File: src/rtl/dense_layer_sequencer_if.sv
// Codec sample bus and weight ROM port for the dense layer sequencer.
// The slave modport is the sequencer's view; the master modport is the codec/ROM side.
interface dense_layer_sequencer_if #(
  parameter int W = 16
);
  logic                sample_clk;
  logic signed [W-1:0] sample_in0;
  logic signed [W-1:0] sample_in1;
  logic signed [W-1:0] sample_in2;
  logic signed [W-1:0] sample_in3;
  logic [7:0]          jack;
  logic [3:0]          weight_addr;
  logic signed [W-1:0] weight_data;
  logic signed [W-1:0] sample_out0;
  logic signed [W-1:0] sample_out1;
  logic signed [W-1:0] sample_out2;
  logic signed [W-1:0] sample_out3;
  logic                busy;
  logic                overrun;

  modport master (
    output sample_clk, sample_in0, sample_in1, sample_in2, sample_in3, jack, weight_data,
    input  weight_addr, sample_out0, sample_out1, sample_out2, sample_out3, busy, overrun
  );

  modport slave (
    input  sample_clk, sample_in0, sample_in1, sample_in2, sample_in3, jack, weight_data,
    output weight_addr, sample_out0, sample_out1, sample_out2, sample_out3, busy, overrun
  );
endinterface

File: src/rtl/dense_layer_sequencer.sv
// 4x4 Q4.12 dense layer over the codec channels: one shared MAC walks a registered-read
// weight ROM, rounds/saturates each row into a shadow bank, then commits all four at once.
module dense_layer_sequencer #(
  parameter int W     = 16,
  parameter int FRAC  = 12,
  parameter int ACC_W = 36
) (
  input logic                     clk,
  input logic                     rst,
  dense_layer_sequencer_if.slave  bus
);
  typedef enum logic [0:0] {IDLE = 1'b0, MAC = 1'b1} state_t;

  localparam logic signed [ACC_W-1:0] HALF    = {{(ACC_W-FRAC){1'b0}}, 1'b1, {(FRAC-1){1'b0}}};
  localparam logic signed [ACC_W-1:0] SAT_MAX = {{(ACC_W-W+1){1'b0}}, {(W-1){1'b1}}};
  localparam logic signed [ACC_W-1:0] SAT_MIN = {{(ACC_W-W+1){1'b1}}, {(W-1){1'b0}}};

  state_t                  state_r;
  logic [4:0]              step_r;
  logic                    sclk_q_r;
  logic signed [W-1:0]     x_r      [4];
  logic signed [W-1:0]     shadow_r [4];
  logic signed [W-1:0]     out_r    [4];
  logic signed [ACC_W-1:0] acc_r;
  logic [3:0]              addr_r;
  logic                    busy_r;
  logic                    overrun_r;

  logic                    rise_s;
  logic [3:0]              k_s;
  logic signed [W-1:0]     in_s     [4];
  logic signed [2*W-1:0]   product_s;
  logic signed [ACC_W-1:0] sum_s;
  logic                    unused_jack_s;

  // Round half toward +inf, then clamp into the W-bit signed range.
  function automatic logic signed [W-1:0] round_sat(input logic signed [ACC_W-1:0] v);
    logic signed [ACC_W-1:0] r;
    r = (v + HALF) >>> FRAC;
    if (r > SAT_MAX) begin
      r = SAT_MAX;
    end else if (r < SAT_MIN) begin
      r = SAT_MIN;
    end else begin
      r = r;
    end
    return r[W-1:0];
  endfunction

  assign unused_jack_s = ^bus.jack[7:4];

  // Start detect, product index decode and the MAC datapath.
  always_comb begin
    rise_s    = bus.sample_clk & ~sclk_q_r;
    in_s[0]   = bus.sample_in0;
    in_s[1]   = bus.sample_in1;
    in_s[2]   = bus.sample_in2;
    in_s[3]   = bus.sample_in3;
    // Data consumed at step e was addressed at step e-2, so it carries product e-2.
    k_s       = step_r[3:0] - 4'd2;
    product_s = bus.weight_data * x_r[k_s[1:0]];
    sum_s     = acc_r + ACC_W'(product_s);
  end

  // Sequencer state, accumulator, shadow bank and committed outputs.
  always_ff @(posedge clk or posedge rst) begin
    if (rst) begin
      state_r   <= IDLE;
      step_r    <= 5'd0;
      sclk_q_r  <= 1'b1;
      acc_r     <= '0;
      addr_r    <= 4'd0;
      busy_r    <= 1'b0;
      overrun_r <= 1'b0;
      for (int i = 0; i < 4; i++) begin
        x_r[i]      <= '0;
        shadow_r[i] <= '0;
        out_r[i]    <= '0;
      end
    end else begin
      sclk_q_r <= bus.sample_clk;
      case (state_r)
        IDLE: begin
          if (rise_s) begin
            for (int i = 0; i < 4; i++) begin
              x_r[i] <= bus.jack[i] ? in_s[i] : '0;
            end
            addr_r  <= 4'd0;
            busy_r  <= 1'b1;
            acc_r   <= '0;
            step_r  <= 5'd1;
            state_r <= MAC;
          end
        end
        MAC: begin
          if (rise_s) begin
            overrun_r <= 1'b1;
          end
          step_r <= step_r + 5'd1;
          if (step_r <= 5'd15) begin
            addr_r <= step_r[3:0];
          end
          if ((step_r >= 5'd2) && (step_r <= 5'd17)) begin
            if (k_s[1:0] == 2'd3) begin
              shadow_r[k_s[3:2]] <= round_sat(sum_s);
              acc_r              <= '0;
            end else begin
              acc_r <= sum_s;
            end
          end
          if (step_r == 5'd18) begin
            for (int i = 0; i < 4; i++) begin
              out_r[i] <= shadow_r[i];
            end
            busy_r  <= 1'b0;
            addr_r  <= 4'd0;
            step_r  <= 5'd0;
            state_r <= IDLE;
          end
        end
        default: begin
          state_r <= IDLE;
        end
      endcase
    end
  end

  assign bus.weight_addr = addr_r;
  assign bus.busy        = busy_r;
  assign bus.overrun     = overrun_r;
  assign bus.sample_out0 = out_r[0];
  assign bus.sample_out1 = out_r[1];
  assign bus.sample_out2 = out_r[2];
  assign bus.sample_out3 = out_r[3];
endmodule

File: src/flat_wrapper.sv
// flat-port wrapper written by rule: the top's interface ports become plain ports
module dense_layer_sequencer_flat 
#(
  parameter int W     = 16,
  parameter int FRAC  = 12,
  parameter int ACC_W = 36
)
  (clk, rst, bus_sample_clk, bus_sample_in0, bus_sample_in1, bus_sample_in2, bus_sample_in3, bus_jack, bus_weight_data, bus_weight_addr, bus_sample_out0, bus_sample_out1, bus_sample_out2, bus_sample_out3, bus_busy, bus_overrun);
  dense_layer_sequencer_if #(.W(W)) bus_i ();
  input logic clk;
  input logic rst;
  input wire logic [$bits(bus_i.sample_clk)-1:0] bus_sample_clk;
  input wire logic [$bits(bus_i.sample_in0)-1:0] bus_sample_in0;
  input wire logic [$bits(bus_i.sample_in1)-1:0] bus_sample_in1;
  input wire logic [$bits(bus_i.sample_in2)-1:0] bus_sample_in2;
  input wire logic [$bits(bus_i.sample_in3)-1:0] bus_sample_in3;
  input wire logic [$bits(bus_i.jack)-1:0] bus_jack;
  input wire logic [$bits(bus_i.weight_data)-1:0] bus_weight_data;
  output wire logic [$bits(bus_i.weight_addr)-1:0] bus_weight_addr;
  output wire logic [$bits(bus_i.sample_out0)-1:0] bus_sample_out0;
  output wire logic [$bits(bus_i.sample_out1)-1:0] bus_sample_out1;
  output wire logic [$bits(bus_i.sample_out2)-1:0] bus_sample_out2;
  output wire logic [$bits(bus_i.sample_out3)-1:0] bus_sample_out3;
  output wire logic [$bits(bus_i.busy)-1:0] bus_busy;
  output wire logic [$bits(bus_i.overrun)-1:0] bus_overrun;
  assign bus_i.sample_clk = bus_sample_clk;
  assign bus_i.sample_in0 = bus_sample_in0;
  assign bus_i.sample_in1 = bus_sample_in1;
  assign bus_i.sample_in2 = bus_sample_in2;
  assign bus_i.sample_in3 = bus_sample_in3;
  assign bus_i.jack = bus_jack;
  assign bus_i.weight_data = bus_weight_data;
  assign bus_weight_addr = bus_i.weight_addr;
  assign bus_sample_out0 = bus_i.sample_out0;
  assign bus_sample_out1 = bus_i.sample_out1;
  assign bus_sample_out2 = bus_i.sample_out2;
  assign bus_sample_out3 = bus_i.sample_out3;
  assign bus_busy = bus_i.busy;
  assign bus_overrun = bus_i.overrun;
  dense_layer_sequencer #(.W(W), .FRAC(FRAC), .ACC_W(ACC_W)) u_core (.clk(clk), .rst(rst), .bus(bus_i));
endmodule
File: config.mk
export PLATFORM = sky130hd
export DESIGN_NAME = dense_layer_sequencer_flat
export DESIGN_NICKNAME = d
export VERILOG_FILES = /design/src/rtl/dense_layer_sequencer_if.sv /design/src/rtl/dense_layer_sequencer.sv /design/src/flat_wrapper.sv
export SDC_FILE = /design/constraint.sdc
export NUM_CORES = 1
export LEC_CHECK = 0
export BUFFER_PORTS_ARGS = -buffer_cell sky130_fd_sc_hd__clkbuf_2
export CORE_MARGIN = 5
export CORE_UTILIZATION = 45
export DETAILED_ROUTE_END_ITERATION = 10
export GPL_TIMING_DRIVEN = 0
export PLACE_DENSITY = 0.59
export RECOVER_POWER = 50
export SYNTH_ARGS = -nofsm -noshare
export SYNTH_HDL_FRONTEND = slang
export SYNTH_SLANG_ARGS = --single-unit
File: constraint.sdc
create_clock -name clk -period 16.9 [get_ports clk]
set_input_delay 0.845 -clock clk [delete_from_list [all_inputs] [get_ports clk]]
set_output_delay 0.845 -clock clk [all_outputs]
set_load 0.03 [all_outputs]
==> impl_results.md, run 1 <==
- Final hold viol count: 0
- Setup TNS Final: 0 ns
- Tmin final: 11.80 ns
- Port bufs: 152
- Arrival @ worst endpoint: 12.24 ns
- Layout Area Growth over Synthesis: 11.49%
- Finish-stage setup viols: 0
- Hold EP: u_core.sclk_q_r
- Syn Inst Count: 2405
- Clock Latency Late Sink: 0.58 ns
- CP bufs+invs: 5
- Mapped Area: 22400 µm²
- Hold crit path type: input pin to register
- H-tree Lvls: 1
- Initial DRC count: 975
- Syn_nets: 2925
- FF-to-FF path depth: 30
- Root Driver: clkbuf_16
- Top cell type's share of synthesized area: 0.2807
- Drt pass-1 iters: 5
- Maximum fanout along the worst path: 10
- Die ar.: 54330 µm²
- Vias: 17430
- Rows: 81
- Final WS setup: 5.096 ns
- Post_cts resized: 0
- Routed len/inst: 18.73 µm
- RSZ-0062 raised after global routing: no
- CP delay by family, top: adder cells
- Worst slew pin tran: 6.631 ns
- Initial Util: 0.4566
- Clock buffer count from CTS: 29
- Area occupied by multi-input gates: 14680 µm²
- Top cells by area, synth: fa_1 (28%), dfrtp_1 (27%), nand2_1 (8.7%)
- Outcome: complete, but fails checks
- Grt ovf: 0
- Share of layout cells above drive strength 1: 0.08081
- Global-route total usage across every layer: 0.2327
- Die X: 233.1 µm
- Hold path depth: 1
- Reg2reg setup slack: 5.10 ns
- Max-cap viol count: 2
- Clk sinks: 241
- Residual DRC: 0
- Drt via density: 5.319
- YS warnings: 0
- Hold Crit Start: bus_sample_clk
- Most common cell after layout, fill and taps aside: nand2_1
- Failing checks: max-capacitance violations, max-slew violations
- Post-synth top flop: dfrtp_1
- Synth Area per Inst: 9.312 µm²
- Setup Buffers After CTS: 0
- Achievable Freq: 84.71 MHz
- DIE HEIGHT: 233.1 µm
- Rel. slew slack: -3.421
- CP peak stage delay: 0.74 ns
- Reg2reg end: u_core.shadow_r[16]
- Slew Limit Fails: 244
- Dpl hpwl: 49.85 mm
- Crit path required time: 17.33 ns
- Number of fill cells: 4730
- Post-synth top area cell: fa_1
- Number of global-route vias before repair: 18590
- Setup crit end kind: register
- Synth unique cells: 69
- Crit path kind: register to register
- Largest net degree at the start of global routing: 129
- Crit-path most repeated cell: fa_1
- Reg-to-reg critical path startpoint: u_core.step_r[1]
- IO Count: 161
- CTS max path bufs: 3
- Final Skew: 0.01937 ns
- Detailed-route wire length: 61.36 mm
- Seq cells post-synth: 241
- Clock transition at path regs: 0.06 ns
- CTS Hold Bufs: 0
- Final period util: 0.6985
- Core area: 49050 µm²
- First-pass GRT wire length: 100.4 mm
- Most frequent cells in the layout: nand2_1 (518), inv_1 (323), fa_1 (314)
- Post-synth EDFFs: 0
- Slowest CP cell: xor2_1
- Antenna violations before repair: 0
- Seq/Total Area, Yosys: 0.2693
- Placer Congestion: 0.9096
- Post-DRT Antenna Nets: 0
- Nets: 3109
- Area taken by flip-flops and latches: 6032 µm²
- Place WS: 5.220 ns
- Startpoint types: register
- CTS tree: built
- Ys async rst share: 1.000
-- sequential cells by signal, summed over array words and instances (netlist names) --
name                    cells
u_core.sclk_q_r             1
u_core.step_r               5
u_core.bus.overrun          1
u_core.bus.sample_out3     16
u_core.bus.sample_out0     16
u_core.x_r                 64
u_core.bus.sample_out1     16
u_core.shadow_r            64
u_core.state_r              1
u_core.bus.busy             1
u_core.bus.sample_out2     16
u_core.acc_r               36
u_core.bus.weight_addr      4
-- final cells by class --
class	count	share of cell area
Buffer	119	0.01869
Sequential cell	241	0.2416
Timing Repair Buffer	153	0.02892
Multi-Input combinational cell	1720	0.5878
Antenna cell	1	0.0001002
Tap cell	664	0.03327
Clock inverter	15	0.008269
Clock buffer	38	0.03242
Inverter	325	0.04891
-- metrics by stage --
| stage | hold slack, ns | util | cell area, µm² | instances |
|---|---|---|---|---|
| 6_report | 0.3643 | 0.5090 | 24970 | 3276 |
| 5_1_grt | 0.3447 | 0.5090 | 24970 | 3275 |
| 4_1_cts | 0.3432 | 0.5104 | 25040 | 3275 |
| 3_5_place_dp | 0.4503 | 0.4897 | 24020 | 3222 |
| 3_3_place_gp | 0.4413 | 0.4890 | 23990 | 3221 |
| 2_1_floorplan | 0.4386 | - | 22400 | 2405 |
-- logic make-up after synthesis --
family          count (synthesis)  synth area share
xor+xnor                       56           0.02190
simple gates                  878            0.1747
mux                            20           0.01738
buf+inv                       444           0.07531
compound gates                337           0.09643
fa+ha+maj                     429            0.3449
flops                         241            0.2693
-- synthesized netlist by cell type, types with 3 or more instances --
cell type	instances
nor4_1	4
mux2i_1	4
o21bai_1	3
o31ai_1	5
o21a_1	8
buf_1	5
o31a_1	4
inv_1	324
or3_1	4
buf_2	9
and4_1	10
nand3_1	18
a21o_1	12
fa_1	314
and3_1	8
nor2b_1	15
dfrtp_1	240
a31oi_1	62
nand2b_1	4
and2_1	136
mux4_2	15
xor2_1	21
a211oi_1	15
nor3_1	15
ha_1	115
nand2_1	518
a21oi_1	45
a211o_1	6
a22o_1	24
or2_2	4
clkbuf_1	102
a221oi_1	4
a311oi_1	4
o21ai_0	114
xnor2_1	35
nor2_1	120
o211ai_1	8
nand4_1	11
-- metal layers --
| layer | global-route usage | routed length, µm |
|---|---|---|
| met4 | 0.04892 | 1195 |
| met5 | 0 | 0 |
| met1 | 0.3274 | 26890 |
| met2 | 0.3932 | 30040 |
| met3 | 0.02698 | 3232 |
-- worst max-delay path by stage --
stage	startpoint	endpoint	cells past startpoint
final	u_core.step_r[1]	u_core.shadow_r[16]	30
after global routing	u_core.step_r[1]	u_core.shadow_r[24]	30
after CTS	u_core.step_r[1]	u_core.shadow_r[59]	31
after detailed placement	u_core.step_r[1]	u_core.shadow_r[59]	31
after global placement	u_core.step_r[1]	u_core.shadow_r[24]	31
after floorplan	u_core.step_r[0]	u_core.shadow_r[49]	32
Power of run 1 is left out: the tool's default activity adds up to more than one toggle a clock period on the data nets, which glitch-free logic cannot reach.
==> run 2: changes to the inputs <==
--- a/config.mk
+++ b/config.mk
@@ -10,7 +10,7 @@
 export CORE_UTILIZATION = 45
 export DETAILED_ROUTE_END_ITERATION = 10
 export GPL_TIMING_DRIVEN = 0
-export PLACE_DENSITY = 0.59
+export PLACE_DENSITY = 0.62
 export RECOVER_POWER = 50
 export SYNTH_ARGS = -nofsm -noshare
 export SYNTH_HDL_FRONTEND = slang
==> constraint.sdc (replaced) <==
create_clock -name clk -period 9.8 [get_ports clk]
set_input_delay 0.49 -clock clk [delete_from_list [all_inputs] [get_ports clk]]
set_output_delay 0.49 -clock clk [all_outputs]
set_load 0.03 [all_outputs]
==> run 2 against run 1 <==
The flow still finishes with violations (max-capacitance violations, max-slew violations). Critical path depth up 1. Hold slack worse by 0.23 ns. Count of clock-buffer cells in the layout down 2. Worst setup slack worse by 4.7 ns. Flip-flop and latch count unchanged. Cell count up 0.31%. Sequential share of layout area down 0.38 points. Die area unchanged. Routed wire length up 0.90%. Via count up 0.91%. Final area up 1.6%. Critical endpoint unchanged.
==> impl_results.md, run 2 (synthesis gave the netlist of run 1 again) <==
- Finish-stage setup viols: 0
- Hold_ws: 0.1328 ns
- CTS tree: built
- Drt pass-1 iters: 5
- Arrival @ worst endpoint: 9.89 ns
- Placed Cells: 3223
- Core area: 49050 µm²
- Clock buffer count from CTS: 28
- Clock Latency Late Sink: 0.58 ns
- Final period util: 0.9639
- Antenna violations before repair: 0
- Vias: 17580
- Share of layout cells above drive strength 1: 0.1053
- Final Cell Area: 25370 µm²
- Detailed-route wire length: 61.92 mm
- Startpoint types: register
- Maximum fanout along the worst path: 10
- Drt via density: 5.351
- Nets: 3123
- Die X: 233.1 µm
- First-pass GRT wire length: 101.8 mm
- DP Area: 24050 µm²
- Clock transition at path regs: 0.06 ns
- Slowest CP cell: fa_1
- Residual DRC: 0
- Setup crit end kind: register
- Crit path kind: register to register
- Placer Congestion: 0.9249
- Layout Area Growth over Synthesis: 13.27%
- Worst slew pin tran: 5.387 ns
- Rows: 81
- Post-DRT Antenna Nets: 0
- Tmin final: 9.447 ns
- CTS max path bufs: 3
- Most common cell after layout, fill and taps aside: nand2_1
- H-tree Lvls: 1
- Rel. slew slack: -2.592
- RSZ-0062 raised after global routing: no
- Port bufs: 152
- Max-cap viol count: 3
- Routed len/inst: 18.84 µm
- CP peak stage delay: 0.55 ns
- Crit path required time: 10.25 ns
- Failing checks: max-capacitance violations, max-slew violations
- Initial Util: 0.4566
- Die ar.: 54330 µm²
- Root Driver: clkbuf_16
- Post-Layout Cell Count: 3286
- Grt ovf: 0
- DIE HEIGHT: 233.1 µm
- IO Count: 161
- Largest net degree at the start of global routing: 100
- Crit-path most repeated cell: fa_1
- Hold crit path type: input pin to register
- Initial DRC count: 1148
- Most frequent cells in the layout: nand2_1 (511), inv_1 (323), fa_1 (312)
- Achievable Freq: 105.9 MHz
- Biggest regs: u_core.shadow_r: 64 flops, u_core.x_r: 64 flops, u_core.acc_r: 36 flops
- Number of global-route vias before repair: 18920
- Outcome: complete, but fails checks
- Dpl hpwl: 50.06 mm
- Clk sinks: 241
- Final Skew: 0.01456 ns
- Global-route total usage across every layer: 0.2363
- Final hold viol count: 0
- Diode count: 0
- Slew Limit Fails: 246
run 2: changes by cell type in the layout (fill, tap and decap cells not counted), moves of 3 or more:
cell	before	now
buf_2	9	4
buf_4	2	28
clkbuf_1	141	125
clkbuf_2	119	126
nand2_1	518	511
nand2_2	0	7
o21ai_0	114	110
xnor2_1	35	30
xnor2_2	0	5
xor2_1	21	17
xor2_2	0	3
run 2: worst paths after layout:
kind                                     from                         end  slack [ns]  cells after the start
max                          u_core.step_r[1]         u_core.shadow_r[16]        0.35                     31
min                        bus_sample_in1[13]              u_core.x_r[45]        0.13                      3
max reg2reg                  u_core.step_r[1]         u_core.shadow_r[16]        0.35                     31
min reg2reg                u_core.bus.overrun          u_core.bus.overrun        0.46                      1
max in group asynchronous                 rst             u_core.acc_r[4]        2.49                      4
min in group asynchronous                 rst  u_core.bus.sample_out1[12]        1.25                      3
run 2: final cells by class:
class	count	area [µm²]
Fill cell	4627	23690
Multi-Input combinational cell	1720	14940
Sequential cell	241	6033
Inverter	325	1221
Timing Repair Buffer	175	893.4
Tap cell	664	830.8
Clock buffer	36	770.7
Buffer	112	483.0
Clock inverter	13	198.9
run 2: what timing repair did:
action,in CTS,in global routing
hold buffers,2,0
setup endpoints to repair,64,64
buffers inserted,5,14
hold endpoints to repair,66,0
gates resized for setup,38,47
pin swaps,3,6
run 2: per-stage QoR:
stage / TNS (ns) / util / setup slack (ns)
final: 0 / 0.5171 / 0.3535
after global routing: 0 / 0.5171 / 0.005598
after CTS: 0 / 0.5136 / 0.03314
after detailed placement: -109.85 / 0.4903 / -1.787
after global placement: -100.23 / 0.4890 / -1.632
after floorplan: 0 / - / 0.3898
run 2: worst max-delay path: cells and delay by family (launching register included):
family,cells,cell delay [ns]
flip-flops,1,0.45
XOR/XNOR,2,0.53
buffers and inverters,10,1.73
AO/OA/AOI/OAI,4,1.32
adder cells (fa/ha/maj),7,3.45
AND/OR/NAND/NOR,7,1.42
multiplexers,1,0.39
run 2: per-layer routing:
metal  global-route usage  vias up  wire [µm]
li1                     -     8037          -
met1               0.3220     8956      26100
met2               0.3974      488      30470
met3              0.03926      102       3766
met4              0.05963        0       1577
met5                    0        -          0
Power of run 2 is left out for the same reason.
